==> config.mk <==
export PLATFORM = sky130hd
export DESIGN_NAME = arb_2_to_1_sel
export DESIGN_NICKNAME = d
export VERILOG_FILES = /design/src/rtl/arb_2_to_1_sel.sv
export SDC_FILE = /design/constraint.sdc
export NUM_CORES = 1
export LEC_CHECK = 0
export ABC_AREA = 1
export BUFFER_PORTS_ARGS = -buffer_cell sky130_fd_sc_hd__buf_4
export CORE_MARGIN = 3
export CORE_UTILIZATION = 30
export CTS_BUF_LIST = sky130_fd_sc_hd__clkbuf_8 sky130_fd_sc_hd__clkbuf_16
export DETAILED_ROUTE_END_ITERATION = 8
export PLACE_DENSITY = 0.47
export REMOVE_ABC_BUFFERS = 1
export SLEW_MARGIN = 10
export SYNTH_ARGS = -nofsm -noshare
export SYNTH_HDL_FRONTEND = slang
export SYNTH_SLANG_ARGS = --single-unit
==> constraint.sdc <==
create_clock -name clk -period 2.8 [get_ports clk]
set_input_delay 0.56 -clock clk [delete_from_list [all_inputs] [get_ports clk]]
set_output_delay 0.56 -clock clk [all_outputs]
set_load 0.03 [all_outputs]
==> src/rtl/arb_2_to_1_sel.sv <==
// Two-requester round-robin arbiter with transaction locking, steering a 2:1 mux; grant/sel registered, 1-cycle req->gnt latency.
// No data backpressure: a waiting requester simply holds req until granted; fairness timeout bounds the wait when MAX_HOLD != 0.
module arb_2_to_1_sel #(
    parameter int MAX_HOLD = 16,
    parameter int CNT_W    = 5
) (
    input  logic clk,
    input  logic rst,
    input  logic req0,
    input  logic req1,
    input  logic last0,
    input  logic last1,
    output logic gnt0,
    output logic gnt1,
    output logic sel,
    output logic busy,
    output logic timeout
);

    typedef enum logic [1:0] {
        IDLE = 2'd0,
        OWN0 = 2'd1,
        OWN1 = 2'd2
    } state_t;

    localparam logic [CNT_W-1:0] HOLD_LAST = CNT_W'(MAX_HOLD - 1);
    localparam logic [CNT_W-1:0] CNT_MAX   = {CNT_W{1'b1}};

    state_t           r_state;
    state_t           w_state_nxt;
    logic             r_ptr;
    logic             w_ptr_nxt;
    logic [CNT_W-1:0] r_hold_cnt;
    logic [CNT_W-1:0] w_hold_nxt;
    logic             r_gnt0, r_gnt1, r_sel, r_busy, r_timeout;
    logic             w_gnt0_nxt, w_gnt1_nxt, w_sel_nxt, w_busy_nxt, w_timeout_nxt;

    logic w_owned;
    logic w_own_req, w_own_last, w_oth_req;
    logic w_release, w_force;

    assign w_owned    = (r_state == OWN0) || (r_state == OWN1);
    assign w_own_req  = (r_state == OWN1) ? req1  : req0;
    assign w_own_last = (r_state == OWN1) ? last1 : last0;
    assign w_oth_req  = (r_state == OWN1) ? req0  : req1;
    assign w_release  = w_owned && ((w_own_last && w_own_req) || !w_own_req);
    // Release wins over the fairness timeout when both land on the same edge.
    assign w_force    = w_owned && (MAX_HOLD != 0) && (r_hold_cnt == HOLD_LAST)
                        && w_oth_req && !w_release;

    // State register
    always_ff @(posedge clk) begin
        if (rst) begin
            r_state    <= IDLE;
            r_ptr      <= 1'b0;
            r_hold_cnt <= '0;
            r_gnt0     <= 1'b0;
            r_gnt1     <= 1'b0;
            r_sel      <= 1'b0;
            r_busy     <= 1'b0;
            r_timeout  <= 1'b0;
        end else begin
            r_state    <= w_state_nxt;
            r_ptr      <= w_ptr_nxt;
            r_hold_cnt <= w_hold_nxt;
            r_gnt0     <= w_gnt0_nxt;
            r_gnt1     <= w_gnt1_nxt;
            r_sel      <= w_sel_nxt;
            r_busy     <= w_busy_nxt;
            r_timeout  <= w_timeout_nxt;
        end
    end

    // Next-state logic
    always_comb begin
        w_state_nxt = r_state;
        w_ptr_nxt   = r_ptr;
        case (r_state)
            IDLE: begin
                if (req0 && !req1)      w_state_nxt = OWN0;
                else if (!req0 && req1) w_state_nxt = OWN1;
                else if (req0 && req1)  w_state_nxt = r_ptr ? OWN1 : OWN0;
            end
            OWN0: begin
                if (w_release || w_force) begin
                    w_ptr_nxt   = 1'b1;
                    w_state_nxt = req1 ? OWN1 : IDLE;
                end
            end
            OWN1: begin
                if (w_release || w_force) begin
                    w_ptr_nxt   = 1'b0;
                    w_state_nxt = req0 ? OWN0 : IDLE;
                end
            end
            default: w_state_nxt = IDLE;
        endcase
    end

    // Output logic: decoded from the next state so every output is a flop
    always_comb begin
        w_gnt0_nxt    = (w_state_nxt == OWN0);
        w_gnt1_nxt    = (w_state_nxt == OWN1);
        w_busy_nxt    = w_gnt0_nxt || w_gnt1_nxt;
        w_timeout_nxt = w_force;
        w_sel_nxt     = r_sel;
        if (w_gnt0_nxt)      w_sel_nxt = 1'b0;
        else if (w_gnt1_nxt) w_sel_nxt = 1'b1;

        w_hold_nxt = r_hold_cnt;
        if (w_busy_nxt && (w_state_nxt != r_state))
            w_hold_nxt = '0;
        else if (w_owned && (r_hold_cnt != CNT_MAX))
            w_hold_nxt = r_hold_cnt + 1'b1;
    end

    assign gnt0    = r_gnt0;
    assign gnt1    = r_gnt1;
    assign sel     = r_sel;
    assign busy    = r_busy;
    assign timeout = r_timeout;

endmodule

Word-level counts from Yosys, hierarchy flattened
Index checks and enable logic that the tools add are counted.
Widths: inputs -> output; s select.
Word-level totals
  word-level logic and storage cells: 56
  output and inout bits: 5
  bits in registers: 13
  bits of input ports: 6
Operators by class
  equal/unequal tests: 9
  add/sub/neg operators: 1
  reductions and logical operators: 23
  multiplexer cells: 15
Operators by type and width (count)
  $mux 2: 7
  $logic_and 1x1->1: 10
  $mux 1: 6
  $pmux 2 s3: 1
  $add 5x1->5 const B: 1
  $eq 5x4->1 const B: 1
  $ne 5x5->1 const B: 1
  $eq 2x1->1 const B: 2
  $eq 2x2->1 const B: 2
  $logic_not 1->1: 4
  $logic_or 1x1->1: 4
  $ne 2x1->1 const B: 2
  $reduce_or 2->1: 2
  $reduce_and 3->1: 1
  $logic_not 2->1: 1
  $ne 2x2->1: 1
  $pmux 1 s2: 1
  $reduce_bool 2->1: 1

Depth between registers and ports, before layout
  depth in word-level cells: 14
  mapped depth: 18
  mapped depth without buffers: 18

Worst setup path after synthesis
Ideal clock, no wire load.
  path type: register to register
  from: register r_state[1]
  to: register r_hold_cnt[4]
  cell stages (with the launch flop): 15
  clock period less this slack: 2075 ps
  arrival time: 1956 ps
  data required time: 2681 ps
  buffers on the path: 0
  path slack: 725 ps
  library setup time: 119 ps
  cells stage by stage: dfxtp_1 inv_1 ha_1 nand4_4 nand4_1 nand2_1 inv_2 nand2_2 nand2_4 inv_2 ha_1 inv_1 nand2_2 nand2_4 nor2_2
Between the ends
  longest elaborated chain between the ends: 14
  elaborated cells on any way between the ends: 29
  those cells by class: eq/ne (5); mux (9); reduce/logical (15)
Ends and longest elaborated chain
  from (decl): line 29  | state_t r_state;
  from (signal assigned): line 63  | r_state <= w_state_nxt;
  $eq 2x2->1
  $mux 1, on equally long branches: line 44, 43
  $logic_and 1x1->1 / $logic_not 1->1 (equally long branches): line 46  | assign w_release = w_owned && ((w_own_last && w_own_req) || !w_own_req);
  $logic_or 1x1->1: line 46
  $logic_and 1x1->1: line 46
  $logic_not 1->1: line 49  | && w_oth_req && !w_release;
  $logic_and 1x1->1: line 49
  $logic_or 1x1->1: line 85, 91
  $mux 2, on equally long branches: line 91, 85
  $pmux 2 s3 *: line 78  | case (r_state)
  named net w_state_nxt[1]: line 30  | state_t w_state_nxt;
  $eq 2x1->1 / $eq 2x2->1 (equally long branches): line 102, 103
  $logic_or 1x1->1: line 104  | w_busy_nxt = w_gnt0_nxt || w_gnt1_nxt;
  $logic_and 1x1->1 *: line 111  | if (w_busy_nxt && (w_state_nxt != r_state))
  $reduce_or 2->1 (no line) *
  to (signal assigned): line 65  | r_hold_cnt <= w_hold_nxt;
  to (decl): line 33  | logic [CNT_W-1:0] r_hold_cnt;
The timed path passes the listed nets; every way through them passes the cells marked *.
A chain may end at the register's enable or synchronous reset.

Final worst setup path
  from: register r_state[0]
  to: register r_hold_cnt[2]
The elaborated chain is that of the path after synthesis.

==> summary.txt <==
Outcome
  • Status: finished, final reports clean

Yosys
  • Seq/Total Area, Yosys: 30.6%
  • Synth Cell Area: 851 sq um
  • Syn Inst Count: 105
  • Fraction of the mapped netlist area in adder cells: 14.7%
  • Number of synthesized flops with an enable pin: 0
  • Synth Area in Simple Gates: 35.1%
  • Main synth FF type: dfxtp_1
  • Yosys top cell by area: dfxtp_1
  • FF+latch count, synth: 13
  • Avg Cell Area, Syn: 8.10 sq um
  • Share of the synthesized area in the top cell type: 30.6%
  • Synth area leaders: dfxtp_1 31%, ha_1 15%, inv_1 5.7%
  • Synth Area in XOR/XNOR: 3.09%
  • Post-synthesis mux area share: 1.18%
  • Synth warnings: 0
  • Post-synth ARST share: 0%
  • Largest family of logic cells by synthesized area: simple AND/OR/NAND/NOR gates
  • Cell variety after synth: 27
  • Compound-cell area share of the yosys netlist: 6.47%

Placed design
  • Placed instance count: 144
  • Worst slack, placed: 0.476 ns
  • GPL Wtd Cong: 0.791
  • Dpl hpwl: 1200 um
  • Buffers on Ports: 10

Critical path
  • Worst endpoint required time: 2.94 ns
  • Crit-path max FO: 6
  • Arrival time at the worst endpoint: 2.46 ns
  • Kind of critical path: register to register
  • Startpoint Class: register
  • Crit. End Element: register

STA
  • Final period util: 83.1%
  • Final Setup Violations: 0
  • Final setup TNS: 0 ns
  • Final hold viol count: 0
  • Worst Tran Pin Value: 0.424 ns
  • Minimum clock period: 2.33 ns
  • Max-slew headroom: 71.6%
  • Clock Skew: 0.00619 ns
  • RSZ-0062 raised after global routing: false
  • Max Slew Vio Count: 0
  • Max Freq: 430 MHz
  • Setup ws final: 0.472 ns

Floorplanning
  • Die Area: 0.00351 sq mm
  • Standard-cell rows: 18
  • Die Span Y: 59.3 um
  • Initial Util: 32.9%
  • Die W: 59.3 um
  • Core area: 0.00259 sq mm
  • Num ports: 11

CTS
  • Clock slew at reported path FFs: 0.06 ns
  • TritonCTS clock tree: yes
  • Post_cts resized: 0
  • Clk_lat worst skew: 0.25 ns
  • Post CTS Setup Buffer Count: 0
  • CTS buffer count: 3
  • CTS HTree Levels: 1
  • Sink Count: 13
  • Max Buffers Root-to-Sink: 2
  • Hold buffers post-CTS: 0
  • Root Driver: clkbuf_8

Power and ir drop
  • Switch share: 38.8%
  • Max VDD drop: 0.362 mV
  • Power Density: 676 mW/mm^2
  • NetSw: 0.000264 W
  • Logic pwr share: 40.9%
  • Clock network fraction of design power: 24.3%
  • Sequential share of power: 34.8%
  • Tot Pwr: 0.000679 W
  • Internal power: 0.000416 W
  • Leakage: 0.486 nW

Finish
  • Commonest non-fill, non-tap cell in the layout: inv_1
  • Nets@finish: 135
  • Non-filler cells, final: 148
  • N_diodes: 0
  • Core Util, Final: 38.8%
  • Layout cells sized above 1: 33.1%
  • Most frequent cells in the layout: 14 x inv_1, 13 x dfxtp_1, 11 x nand2_1
  • Layout area overhead: 18.1%

Routing
  • Final ANT Viol Nets: 0
  • Routed vias: 684
  • DR WL/cell: 10.4 um
  • DR DRC count: 0
  • DR pass1 iterations: 4
  • Via density: 4.62
  • Initial DRC Count: 24
  • Total Routed Length: 1540 um

GRT
  • Initial antenna violation count: 0
  • Total track usage: 10.1%
  • Largest net degree at the start of global routing: 9
  • Vias in the first global route: 638
  • Remaining global-route overflow: 0
  • First-pass GRT wire length: 2630 um

Flow run
  • Maxcap violations: 0

Hold path
  • Worst min-delay path class: register to register
-- path summary, 6_finish.rpt --
check,start,endpoint,slack (ns),depth (start not counted)
worst max-delay path,r_state[0]$_SDFF_PP0_,r_hold_cnt[2]$_SDFFE_PP0P_,0.47,14
worst max register to register,r_state[0]$_SDFF_PP0_,r_hold_cnt[2]$_SDFFE_PP0P_,0.47,14
worst min-delay path,sel$_SDFFE_PP0P_,sel$_SDFFE_PP0P_,0.51,2
worst min register to register,sel$_SDFFE_PP0P_,sel$_SDFFE_PP0P_,0.51,2
-- routing by layer --
layer | GRT usage (%) | part of all wire [%] | vias up
met1 | 12.4 | 48 | 311
met2 | 15.4 | 45 | 13
li1 | - | - | 355
met3 | 1.96 | 4.0 | 5
met4 | 7.77 | 3.4 | 0
met5 | 0 | 0 | -
-- kinds of logic after synthesis --
group	count (synthesis)
simple gates	49
buf+inv	20
flops	13
fa+ha+maj	10
compound gates	9
xor+xnor	3
mux	1
-- power by group through the flow --
stage                     Clock [W]  Sequential (W)  Combinational, W
after CTS                  0.000174        0.000237          0.000283
final                      0.000165        0.000237          0.000278
after global routing       0.000180        0.000241          0.000320
after detailed placement          0        0.000241          0.000282
after floorplan                   0        0.000258          0.000200
after global placement            0        0.000240          0.000281
-- synthesized netlist by cell type, types with 2 or more instances --
cell type / number
dfxtp_1: 13
nor2_1: 9
nand4_1: 3
ha_1: 10
xor2_1: 2
o211ai_1: 2
nand2_1: 11
nand3_1: 3
o21ai_1: 2
nor2_2: 5
inv_2: 5
o21ai_0: 2
nand2_2: 7
nand2_4: 4
nand3_2: 3
inv_1: 13
-- sequential cells by signal, summed over array words and instances (netlist names) --
name,flops
busy,1
gnt0,1
gnt1,1
r_hold_cnt,5
r_ptr,1
r_state,2
sel,1
timeout,1
-- worst max-delay path, cell delays in order, from the launching register on --
cell and delay [ns]:
dfxtp_1 0.46, inv_1 0.16, ha_1 0.44, nand4_4 0.19, nand4_1 0.14, nand2_1 0.07
inv_2 0.05, nand2_2 0.06, nand2_4 0.09, inv_2 0.03, ha_1 0.28, inv_1 0.07
nand2_2 0.06, nand2_4 0.10, nor2_2 0.04
-- metrics by stage --
stage               instance area, sq um  hold slack [ns]
floorplan                            847            0.492
global placement                     960            0.488
detailed placement                   960            0.501
CTS                                 1000            0.509
global route                        1000            0.512
finish                              1000            0.506
-- cell type report --
cell class                 instances  area (sq um)
sequential                        13           260
clock inverter                     1          3.75
clock buffer                       3          41.3
inverter                          19          71.3
fill                             274          1590
timing repair buffer              10          75.1
multi-input combinational         72           515
tap                               30          37.5
No activity file was read; power rests on OpenSTA's default activity.
